===== src/rtl/cache_refill_ctrl_pkg.sv =====
`default_nettype none
// +--------------------------------------------------------------------------+
// | Module      : cache_refill_ctrl_pkg                                      |
// | Description : Shared geometry, FSM encoding and address helpers for the  |
// |               instruction-cache refill controller.                       |
// | Revision    : 1.0 - initial release                                      |
// +--------------------------------------------------------------------------+
package cache_refill_ctrl_pkg;

  localparam int LINE_BEATS  = 8;
  localparam int BEAT_W      = 32;
  localparam int LINE_BITS   = LINE_BEATS * BEAT_W;
  localparam int IDX_W       = 3;
  localparam int TAG_W       = 4;
  localparam int OFS_W       = 5;
  localparam int CNT_W       = $clog2(LINE_BEATS);
  localparam int LINE_ADDR_W = 32 - OFS_W;
  localparam int SETS        = 1 << IDX_W;

  typedef enum logic [1:0] {
    IDLE  = 2'd0,
    REQ   = 2'd1,
    FILL  = 2'd2,
    WRITE = 2'd3
  } state_t;

  // Cache index of a fetch address (pc[7:5]).
  function automatic logic [IDX_W-1:0] pc_index(input logic [31:0] pc);
    return pc[OFS_W +: IDX_W];
  endfunction

  // Cache tag of a fetch address (pc[11:8]).
  function automatic logic [TAG_W-1:0] pc_tag(input logic [31:0] pc);
    return pc[OFS_W+IDX_W +: TAG_W];
  endfunction

endpackage
`default_nettype wire


===== src/rtl/cache_refill_ctrl_if.sv =====
`default_nettype none
// +--------------------------------------------------------------------------+
// | Module      : cache_refill_ctrl_if                                       |
// | Description : Fetch, memory and cache-write signals of the refill        |
// |               controller. master = controller, slave = its environment.  |
// | Revision    : 1.0 - initial release                                      |
// +--------------------------------------------------------------------------+
interface cache_refill_ctrl_if;
  import cache_refill_ctrl_pkg::*;

  // fetch side
  logic [31:0]          pcOut;
  logic                 fetch_valid;
  logic                 hit;
  logic                 hit_way;
  logic                 stall;
  // memory side
  logic                 mem_req;
  logic [31:0]          mem_addr;
  logic                 mem_gnt;
  logic                 mem_rvalid;
  logic [31:0]          mem_rdata;
  // cache write side
  logic                 regWrite_set0;
  logic                 regWrite_set1;
  logic [IDX_W-1:0]     fill_index;
  logic [TAG_W-1:0]     fill_tag;
  logic                 fill_viv;
  logic [LINE_BITS-1:0] fill_data;

  modport master (
    input  pcOut, fetch_valid, hit, hit_way, mem_gnt, mem_rvalid, mem_rdata,
    output stall, mem_req, mem_addr, regWrite_set0, regWrite_set1,
           fill_index, fill_tag, fill_viv, fill_data
  );

  modport slave (
    output pcOut, fetch_valid, hit, hit_way, mem_gnt, mem_rvalid, mem_rdata,
    input  stall, mem_req, mem_addr, regWrite_set0, regWrite_set1,
           fill_index, fill_tag, fill_viv, fill_data
  );

endinterface
`default_nettype wire


===== src/rtl/cache_refill_ctrl_line_buffer.sv =====
`default_nettype none
// +--------------------------------------------------------------------------+
// | Module      : cache_refill_ctrl_line_buffer                              |
// | Description : Refill line buffer: 8 x 32-bit beat slots written in       |
// |               arrival order, beat counter and last-beat flag.            |
// | Revision    : 1.0 - initial release                                      |
// +--------------------------------------------------------------------------+
module cache_refill_ctrl_line_buffer
  import cache_refill_ctrl_pkg::*;
(
  input  logic                 clk,
  input  logic                 reset,
  input  logic                 clear,
  input  logic                 beat_we,
  input  logic [BEAT_W-1:0]    beat_data,
  output logic                 last_beat,
  output logic [LINE_BITS-1:0] line_data
);

  logic [CNT_W-1:0]                   r_cnt;
  logic [LINE_BEATS-1:0][BEAT_W-1:0]  r_beats;

  // Beat counter: restarts when a new line is granted, advances per accepted beat.
  always_ff @(posedge clk or negedge reset) begin
    if (!reset) begin
      r_cnt <= '0;
    end else if (clear) begin
      r_cnt <= '0;
    end else if (beat_we) begin
      r_cnt <= r_cnt + CNT_W'(1);
    end
  end

  // Beat storage: the current count selects the slot, so beat k lands at [32k+31:32k].
  always_ff @(posedge clk or negedge reset) begin
    if (!reset) begin
      r_beats <= '0;
    end else if (beat_we) begin
      r_beats[r_cnt] <= beat_data;
    end
  end

  assign last_beat = (r_cnt == CNT_W'(LINE_BEATS - 1));
  assign line_data = r_beats;

endmodule
`default_nettype wire


===== src/rtl/cache_refill_ctrl.sv =====
`default_nettype none
// +--------------------------------------------------------------------------+
// | Module      : cache_refill_ctrl                                          |
// | Description : Miss handler for a 2-way, 8-index instruction cache.       |
// |               Stalls fetch on a miss, reads the 32B line as 8 beats,     |
// |               writes it once into the LRU victim way, owns the LRU bits. |
// | Revision    : 1.0 - initial release                                      |
// +--------------------------------------------------------------------------+
module cache_refill_ctrl
  import cache_refill_ctrl_pkg::*;
(
  input  logic                clk,
  input  logic                reset,
  cache_refill_ctrl_if.master bus
);

  state_t                 r_state;
  state_t                 w_next;
  logic [LINE_ADDR_W-1:0] r_line;
  logic [IDX_W-1:0]       r_idx;
  logic [TAG_W-1:0]       r_tag;
  logic                   r_victim;
  logic [SETS-1:0]        r_lru;

  logic [IDX_W-1:0]       w_idx;
  logic [TAG_W-1:0]       w_tag;
  logic                   w_take_hit;
  logic                   w_take_miss;
  logic                   w_buf_clear;
  logic                   w_beat_we;
  logic                   w_last_beat;
  logic [LINE_BITS-1:0]   w_line_data;

  assign w_idx       = pc_index(bus.pcOut);
  assign w_tag       = pc_tag(bus.pcOut);
  // Fetch inputs only matter while idle; during a refill the latched request rules.
  assign w_take_hit  = (r_state == IDLE) && bus.fetch_valid &&  bus.hit;
  assign w_take_miss = (r_state == IDLE) && bus.fetch_valid && !bus.hit;

  cache_refill_ctrl_line_buffer u_line_buffer (
    .clk       (clk),
    .reset     (reset),
    .clear     (w_buf_clear),
    .beat_we   (w_beat_we),
    .beat_data (bus.mem_rdata),
    .last_beat (w_last_beat),
    .line_data (w_line_data)
  );

  // State register.
  always_ff @(posedge clk or negedge reset) begin
    if (!reset) begin
      r_state <= IDLE;
    end else begin
      r_state <= w_next;
    end
  end

  // Next state plus handshake/strobe outputs; stall rises in the miss cycle itself.
  always_comb begin
    w_next            = r_state;
    w_buf_clear       = 1'b0;
    w_beat_we         = 1'b0;
    bus.stall         = 1'b0;
    bus.mem_req       = 1'b0;
    bus.mem_addr      = '0;
    bus.regWrite_set0 = 1'b0;
    bus.regWrite_set1 = 1'b0;
    bus.fill_viv      = 1'b0;
    unique case (r_state)
      IDLE: begin
        if (w_take_miss) begin
          bus.stall = 1'b1;
          w_next    = REQ;
        end
      end
      REQ: begin
        bus.stall    = 1'b1;
        bus.mem_req  = 1'b1;
        bus.mem_addr = {r_line, {OFS_W{1'b0}}};
        if (bus.mem_gnt) begin
          w_buf_clear = 1'b1;
          w_next      = FILL;
        end
      end
      FILL: begin
        bus.stall = 1'b1;
        if (bus.mem_rvalid) begin
          w_beat_we = 1'b1;
          if (w_last_beat) begin
            w_next = WRITE;
          end
        end
      end
      WRITE: begin
        bus.stall         = 1'b1;
        bus.fill_viv      = 1'b1;
        bus.regWrite_set0 = !r_victim;
        bus.regWrite_set1 =  r_victim;
        w_next            = IDLE;
      end
      default: begin
        w_next = IDLE;
      end
    endcase
    // The miss-cycle stall is combinational from fetch inputs; hold it low in reset.
    if (!reset) begin
      bus.stall = 1'b0;
    end
  end

  // Latch the missing request so later fetch activity cannot disturb the refill.
  always_ff @(posedge clk or negedge reset) begin
    if (!reset) begin
      r_line   <= '0;
      r_idx    <= '0;
      r_tag    <= '0;
      r_victim <= 1'b0;
    end else if (w_take_miss) begin
      r_line   <= bus.pcOut[31:OFS_W];
      r_idx    <= w_idx;
      r_tag    <= w_tag;
      r_victim <= r_lru[w_idx];
    end
  end

  // LRU bit per index names the victim way: a hit or a fill makes the other way victim.
  always_ff @(posedge clk or negedge reset) begin
    if (!reset) begin
      r_lru <= '0;
    end else if (w_take_hit) begin
      r_lru[w_idx] <= !bus.hit_way;
    end else if (r_state == WRITE) begin
      r_lru[r_idx] <= !r_victim;
    end
  end

  assign bus.fill_index = r_idx;
  assign bus.fill_tag   = r_tag;
  assign bus.fill_data  = w_line_data;

endmodule
`default_nettype wire

===== src/flat_wrapper.sv =====
// flat-port wrapper written by rule: the top's interface ports become plain ports
module cache_refill_ctrl_flat import cache_refill_ctrl_pkg::*;
  (clk, reset, bus_pcOut, bus_fetch_valid, bus_hit, bus_hit_way, bus_mem_gnt, bus_mem_rvalid, bus_mem_rdata, bus_stall, bus_mem_req, bus_mem_addr, bus_regWrite_set0, bus_regWrite_set1, bus_fill_index, bus_fill_tag, bus_fill_viv, bus_fill_data);
  cache_refill_ctrl_if bus_i ();
  input  logic clk;
  input  logic reset;
  input wire logic [$bits(bus_i.pcOut)-1:0] bus_pcOut;
  input wire logic [$bits(bus_i.fetch_valid)-1:0] bus_fetch_valid;
  input wire logic [$bits(bus_i.hit)-1:0] bus_hit;
  input wire logic [$bits(bus_i.hit_way)-1:0] bus_hit_way;
  input wire logic [$bits(bus_i.mem_gnt)-1:0] bus_mem_gnt;
  input wire logic [$bits(bus_i.mem_rvalid)-1:0] bus_mem_rvalid;
  input wire logic [$bits(bus_i.mem_rdata)-1:0] bus_mem_rdata;
  output wire logic [$bits(bus_i.stall)-1:0] bus_stall;
  output wire logic [$bits(bus_i.mem_req)-1:0] bus_mem_req;
  output wire logic [$bits(bus_i.mem_addr)-1:0] bus_mem_addr;
  output wire logic [$bits(bus_i.regWrite_set0)-1:0] bus_regWrite_set0;
  output wire logic [$bits(bus_i.regWrite_set1)-1:0] bus_regWrite_set1;
  output wire logic [$bits(bus_i.fill_index)-1:0] bus_fill_index;
  output wire logic [$bits(bus_i.fill_tag)-1:0] bus_fill_tag;
  output wire logic [$bits(bus_i.fill_viv)-1:0] bus_fill_viv;
  output wire logic [$bits(bus_i.fill_data)-1:0] bus_fill_data;
  assign bus_i.pcOut = bus_pcOut;
  assign bus_i.fetch_valid = bus_fetch_valid;
  assign bus_i.hit = bus_hit;
  assign bus_i.hit_way = bus_hit_way;
  assign bus_i.mem_gnt = bus_mem_gnt;
  assign bus_i.mem_rvalid = bus_mem_rvalid;
  assign bus_i.mem_rdata = bus_mem_rdata;
  assign bus_stall = bus_i.stall;
  assign bus_mem_req = bus_i.mem_req;
  assign bus_mem_addr = bus_i.mem_addr;
  assign bus_regWrite_set0 = bus_i.regWrite_set0;
  assign bus_regWrite_set1 = bus_i.regWrite_set1;
  assign bus_fill_index = bus_i.fill_index;
  assign bus_fill_tag = bus_i.fill_tag;
  assign bus_fill_viv = bus_i.fill_viv;
  assign bus_fill_data = bus_i.fill_data;
  cache_refill_ctrl u_core (.clk(clk), .reset(reset), .bus(bus_i));
endmodule

===== config.mk =====
export PLATFORM = sky130hd
export DESIGN_NAME = cache_refill_ctrl_flat
export DESIGN_NICKNAME = d
export VERILOG_FILES = /design/src/rtl/cache_refill_ctrl_pkg.sv /design/src/rtl/cache_refill_ctrl_if.sv /design/src/rtl/cache_refill_ctrl_line_buffer.sv /design/src/rtl/cache_refill_ctrl.sv /design/src/flat_wrapper.sv
export SDC_FILE = /design/constraint.sdc
export NUM_CORES = 1
export LEC_CHECK = 0
export ABC_CLOCK_PERIOD_IN_PS = 1750
export BUFFER_PORTS_ARGS = -buffer_cell sky130_fd_sc_hd__buf_4
export CORE_ASPECT_RATIO = 1.75
export CORE_UTILIZATION = 30
export CTS_BUF_LIST = sky130_fd_sc_hd__clkbuf_8
export DETAILED_ROUTE_END_ITERATION = 7
export GPL_TIMING_DRIVEN = 0
export PLACE_DENSITY = 0.52
export SLEW_MARGIN = 10
export SYNTH_ARGS = -nofsm -noshare
export SYNTH_HDL_FRONTEND = slang
export SYNTH_SLANG_ARGS = --single-unit

===== constraint.sdc =====
create_clock -name clk -period 1.75 [get_ports clk]
set_input_delay 0.2625 -clock clk [delete_from_list [all_inputs] [get_ports clk]]
set_output_delay 0.2625 -clock clk [all_outputs]
set_load 0.02 [all_outputs]

# == After elaboration in Yosys (flattened, before gate mapping) ==
# Cells that the tools add are included.
# totals
latchBits,0
memories,0
ramBits,0
elab_cells,76
out_inout_bits,300
rom_bits,0
inputBits,71
register_bits,304
# classes
add_sub_neg,1
magnitude_cmp,6
eq_ne,8
bitwise_logic,0
shifts,0
n_mul,0
mux,32
n_reduce_logical,14
div,0
# op_table
cell,count
256-bit bitwise mux,1
32-bit demux with 3-bit select,1
32-bit 2-to-1 mux,2
8-bit bitwise mux,2
8-bit 2-to-1 mux,2
1-bit 2-to-1 mux,13
"3-bit by 4-bit less-than comparator with 1-bit output, second input constant",3
"3-bit by 1-bit >= comparator with 1-bit output, second input constant",3
2-bit 2-to-1 mux,4
2-bit case mux with 4 select lines,1
1-bit demux with 3-bit select,2
1-bit logical AND,6
3-bit 2-to-1 mux,2
"2-bit != test, second input constant",3
"2-bit equality test, second input constant",2
4-bit AND reduction,1
2-bit nonzero test,2
"3-bit by 1-bit adder with 3-bit output, second input constant",1
1-bit binary-select mux with 3-bit select,1
"3-bit equality test, second input constant",1
1-bit logical NOT,3
3-bit OR reduction,1
"2-bit by 1-bit equality test with 1-bit output, second input constant",1
2-bit logical NOT,1
2 further kinds,2

# == Longest topological paths before layout ==
# depth
depth_word,7
mapped_depth,7
mapped_depth_nobuf,6

# == Cells and area by module ==
# From an unflattened synthesis, not the netlist that was laid out.
# unflattened
cells_unflattened,758
hier_area_um2,11875.1
# modules_own_cells
mod,area_per_inst_um2,n_inst,cells_each,seq_area_each_um2
cache_refill_ctrl_line_buffer,9761.9,1,562,6481.2
cache_refill_ctrl,2113.3,1,196,950.9

# == Worst setup path before layout ==
# OpenSTA, ideal clock, no wires.
# synth_timing
path_kind,register -> register
start,reg u_core.r_state[0]
end,reg u_core.u_line_buffer.r_beats (netlist bit u_core.u_line_buffer.line_data[10])
path_buffers,2
t_required_ps,1622
synth_period_minus_slack_ps,1960
path_stages_with_launch,8
setup_slack_ps,-210
t_arrival_ps,1833
setup_time_ps,128
path_cell_list,dfrtp_1 -> inv_1 -> ha_1 -> nand2_2 -> or4_1 -> clkbuf_1 -> buf_2 -> mux2_1
# synth_via
elab_chain_len,2
# synth_lines
element,line_no,source
start: declaration,cache_refill_ctrl.sv:17,state_t r_state;
start signal: assignment,cache_refill_ctrl.sv:55,r_state <= w_next;
2-bit equality test,cache_refill_ctrl.sv:70,unique case (r_state)
1-bit 2-to-1 mux,cache_refill_ctrl.sv:70,
end signal: indexed assignment,cache_refill_ctrl_line_buffer.sv:39,r_beats[r_cnt] <= beat_data;
end: declaration,cache_refill_ctrl_line_buffer.sv:21,logic [LINE_BEATS-1:0][BEAT_W-1:0] r_beats;
# No other way between the ends.
# A chain may end at the register's enable or synchronous reset.

# == Worst setup path in the final report ==
# layout_timing
start,reg u_core.r_state[0]
end,reg u_core.u_line_buffer.r_beats (netlist bit u_core.u_line_buffer.line_data[148])
# The elaborated chain is that of the path after synthesis.

==> run_results.csv <==
group,metric,value,unit
logic_synthesis,ys_top_cells_by_area,"dfrtp_1 (63%), mux2_2 (22%), mux2_1 (6.2%)",
die,die_height,264,um
die,start_util,0.306,
routing,antenna_left,0,
sta,hold_viol,46,
clocking,clock_latency,0.60,ns
place,io_buffers,359,
cells_and_area,post-route-util,0.507,
clocking,ctsHoldBuffers,59,
routing,via_count,8571,
logic_synthesis,synthMuxAreaShare,0.282,
sta,skew,0.0256,ns
grt,track_usage,0.200,
logic_synthesis,yosys.area_share.simple,0.0380,
logic_synthesis,postSynth.asyncResetShare,1.00,
routing,viasPerCell,4.68,
grt,grt_antenna_before_repair,1,
logic_synthesis,synth_ff_type,"dfrtp_1",
critical_path,critical-path-top-delay-family,"simple AND/OR/NAND/NOR gates",
grt,grt_pass1_wl,60700,um
run,drv_cap,0,
logic_synthesis,ys_seq_area_frac,0.631,
grt,use_met3,0.0335,
grt,met2_usage,0.379,
critical_path,worstPathArrival,2.55,ns
power_and_ir_drop,p_leak,9.90,nW
critical_path,required,2.20,ns
sta,tightest_slew,0.566,ns
power_and_ir_drop,seq_power_share,0.355,
critical_path,worstReg2RegStart,"u_core.r_state[0]",
cells_and_area,drive_gt1_frac,0.642,
cells_and_area,postLayoutCellArea,19500,um2
critical_path,path_cells,"inv_2 > ha_4 > nand3_4 > or3_4 > buf_12 > buf_12 > mux2_4",
power_and_ir_drop,p_clk_frac,0.202,
routing,drt-wirelength-per-cell,22.9,um
clocking,cts-buffers-inserted,47,
routing,drt_drc_violations_left,0,
sta,min_period,2.09,ns
place,postPlaceCellArea,15200,um2
critical_path,crit_start,"u_core.r_state[0]",
logic_synthesis,synthAdderAreaFrac,0.00743,
power_and_ir_drop,power.internal,18.8,mW
power_and_ir_drop,ir_drop,869,uV
die,num_rows,95,
cells_and_area,layout.nets,1394,
power_and_ir_drop,p_per_area,1490,nW/um2
sta,setup_viol,291,
outcome,violations,"hold timing, setup timing",
power_and_ir_drop,p_comb_frac,0.442,
clocking,cts.sink_count,297,
place,hpwl,25400,um
grt,grt.met1_usage,0.217,
logic_synthesis,synth_top_family_by_area,"multiplexers",
critical_path,crit_path_frequent_cell,"buf_12",
logic_synthesis,synth_top_area_cell,"dfrtp_1",
logic_synthesis,syn_avg_cell_area,15.4,um2
sta,fmax,0.478,GHz
critical_path,worst-setup-path-type,"reg -> reg",
logic_synthesis,syn_inst,766,
grt,top_usage_layer,"met2",
logic_synthesis,synth-compound-area-share,0.0162,
critical_path,cp_slowest_cell,"or3_4",
clocking,ctsLongestPathBuffers,3,
routing,drt-total-wl,41900,um
outcome,status,"complete, but fails checks",
cells_and_area,syn2layout_area_growth,65.6,%
die,coreArea,38500,um2
routing,first_pass_iters,4,
sta,finalCritPeriodShare,1.20,
logic_synthesis,synth_xor_area_frac,0.000743,
logic_synthesis,yosysWarnings,0,
routing,drt_iter0_drc,263,
critical_path,cp.buffers_inverters,3,
critical_path,setup.worst_path.end_class,"flop",
clocking,cts_tree,"done",
cells_and_area,fin_cells,1833,
clocking,clkTransAtPathRegs,0.06,ns
critical_path,crit_fanout,5,
sta,slew_headroom,0.622,
hold_path,hp-class,"in -> async",
sta,whs,-0.337,ns
clocking,clockRootBuffer,"clkbuf_8",
sta,setup_ws,-0.342,ns
place,dp.cells,1617,
logic_synthesis,synth_edf_count,0,
logic_synthesis,synthDistinctLibCells,38,
die,dieWidth,152,um
die,ios,371,
clocking,cts-htree-levels,2,
logic_synthesis,synth_area,11800,um2
place,place_congestion,0.802,
grt,first_global_vias,9386,
critical_path,slowest_delay,0.50,ns
grt,grt-ovfl-total,0,
logic_synthesis,netlist.area_leader.share,0.631,
power_and_ir_drop,switching_share,0.351,
sta,finalMaxSlewViolations,0,
die,die_area,40100,um2
grt,grt_max_degree,102,
critical_path,start_kind,"flop",
logic_synthesis,ys_seq_elements,297,
power_and_ir_drop,p_switching,10.2,mW
sta,rsz0062_at_grt,"true",
state kept, by name, indices dropped and copies added (netlist names):
name,cells
u_core.r_line,22
u_core.u_line_buffer.line_data,256
u_core.r_state,2
u_core.r_lru,8
u_core.u_line_buffer.r_cnt,3
u_core.bus.fill_tag,3
u_core.bus.fill_index,2
u_core.r_victim,1
routing by layer:
metal  share of wire  vias up
met1            0.37     4450
met2            0.55      244
met5               0        -
li1                -     3800
met4           0.038        0
met3           0.038       77
area by class of cell:
cell class	instances	area, um2
Buffer	47	629
Tap cell	485	607
Antenna cell	1	2.50
Clock inverter	24	131
Sequential cell	297	7430
Multi-Input combinational cell	417	5200
Timing Repair Buffer	501	4730
Clock buffer	56	771
Fill cell	3433	19000
Inverter	5	18.8
what timing repair did:
item | CTS | global route
endpoints found under the hold margin | 511 | 29
setup buffers | 42 | 18
gates cloned | 17 | 11
setup endpoints to repair | 326 | 315
pin swaps | 9 | 9
gates resized for setup | 303 | 169
power groups by stage:
stage               registers, mW  logic, mW  clock network [mW]
floorplan                    12.2       3.45                   0
global placement             10.2       10.3                   0
detailed placement           10.3       10.4                   0
CTS                          10.2       12.2                6.10
global route                 10.6       13.5                6.37
finish                       10.3       12.8                5.87
worst register-to-register path, delay by kind of cell (launching register included):
family        cells  cell delay (ns)
simple gates      2             0.62
buf+inv           3             0.44
flops             1             0.41
mux               1             0.30
fa+ha+maj         1             0.21
synthesized netlist by cell type (2+ instances only):
cell      count
o22ai_1       3
o21ai_0       4
a21oi_1       4
a41oi_1       2
mux2i_1       5
nand2_1       8
nand3_1       5
a31oi_1       6
nand2b_1      6
mux2_1       65
nor3_1       11
and2_1       28
buf_1         4
mux2_2      226
nor2_1        6
nor2b_1       4
nand3b_1      3
ha_1          7
inv_1         5
buf_2        24
o32ai_1       2
dfrtp_1     297
buf_4        12
o41ai_1       4
clkbuf_1     12
layout by cell type (no fill, tap or decap), types with 5 or more instances in the layout:
cell / n
nand2b_1: 6
buf_4: 377
conb_1: 5
buf_6: 29
mux2i_1: 5
dlygate4sd3_1: 57
buf_8: 12
mux2_2: 41
clkbuf_8: 59
mux2_4: 250
clkbuf_16: 10
dfrtp_1: 297
inv_1: 19
nor3_1: 8
a31oi_1: 6
clkinv_2: 5
buf_16: 13
clkbuf_1: 6
nand2_1: 8
and2_1: 24
buf_12: 38
path summary, 6_finish.rpt:
path                                                        to  slack (ns)  cells past startpoint
min reg2reg                                  u_core.r_line[16]        0.50                      1
min                        u_core.u_line_buffer.line_data[105]       -0.34                      3
min in group clk                               u_core.r_lru[5]        0.18                      3
max                        u_core.u_line_buffer.line_data[148]       -0.34                      7
max in group asynchronous  u_core.u_line_buffer.line_data[140]        0.92                      5
max reg2reg                u_core.u_line_buffer.line_data[148]       -0.34                      7
cells by family after synthesis:
logic type / Yosys count
buffers and inverters: 57
other: 1
flip-flops: 297
multiplexers: 296
adder cells (fa/ha/maj): 7
AO/OA/AOI/OAI: 28
AND/OR/NAND/NOR: 79
XOR/XNOR: 1
metrics by stage:
step | power [mW] | TNS [ns] | hold WS [ns] | setup slack (ns)
floorplan | 15.7 | -9.00 | -0.0331 | -0.0837
finish | 29.0 | -55.46 | -0.337 | -0.342
global placement | 20.5 | -873.43 | 0.475 | -2.46
detailed placement | 20.7 | -170.95 | 0.147 | -1.02
global route | 30.4 | -78.96 | -0.346 | -0.426
CTS | 28.6 | -49.41 | -0.371 | -0.368
(Power assumes the default switching activity.)
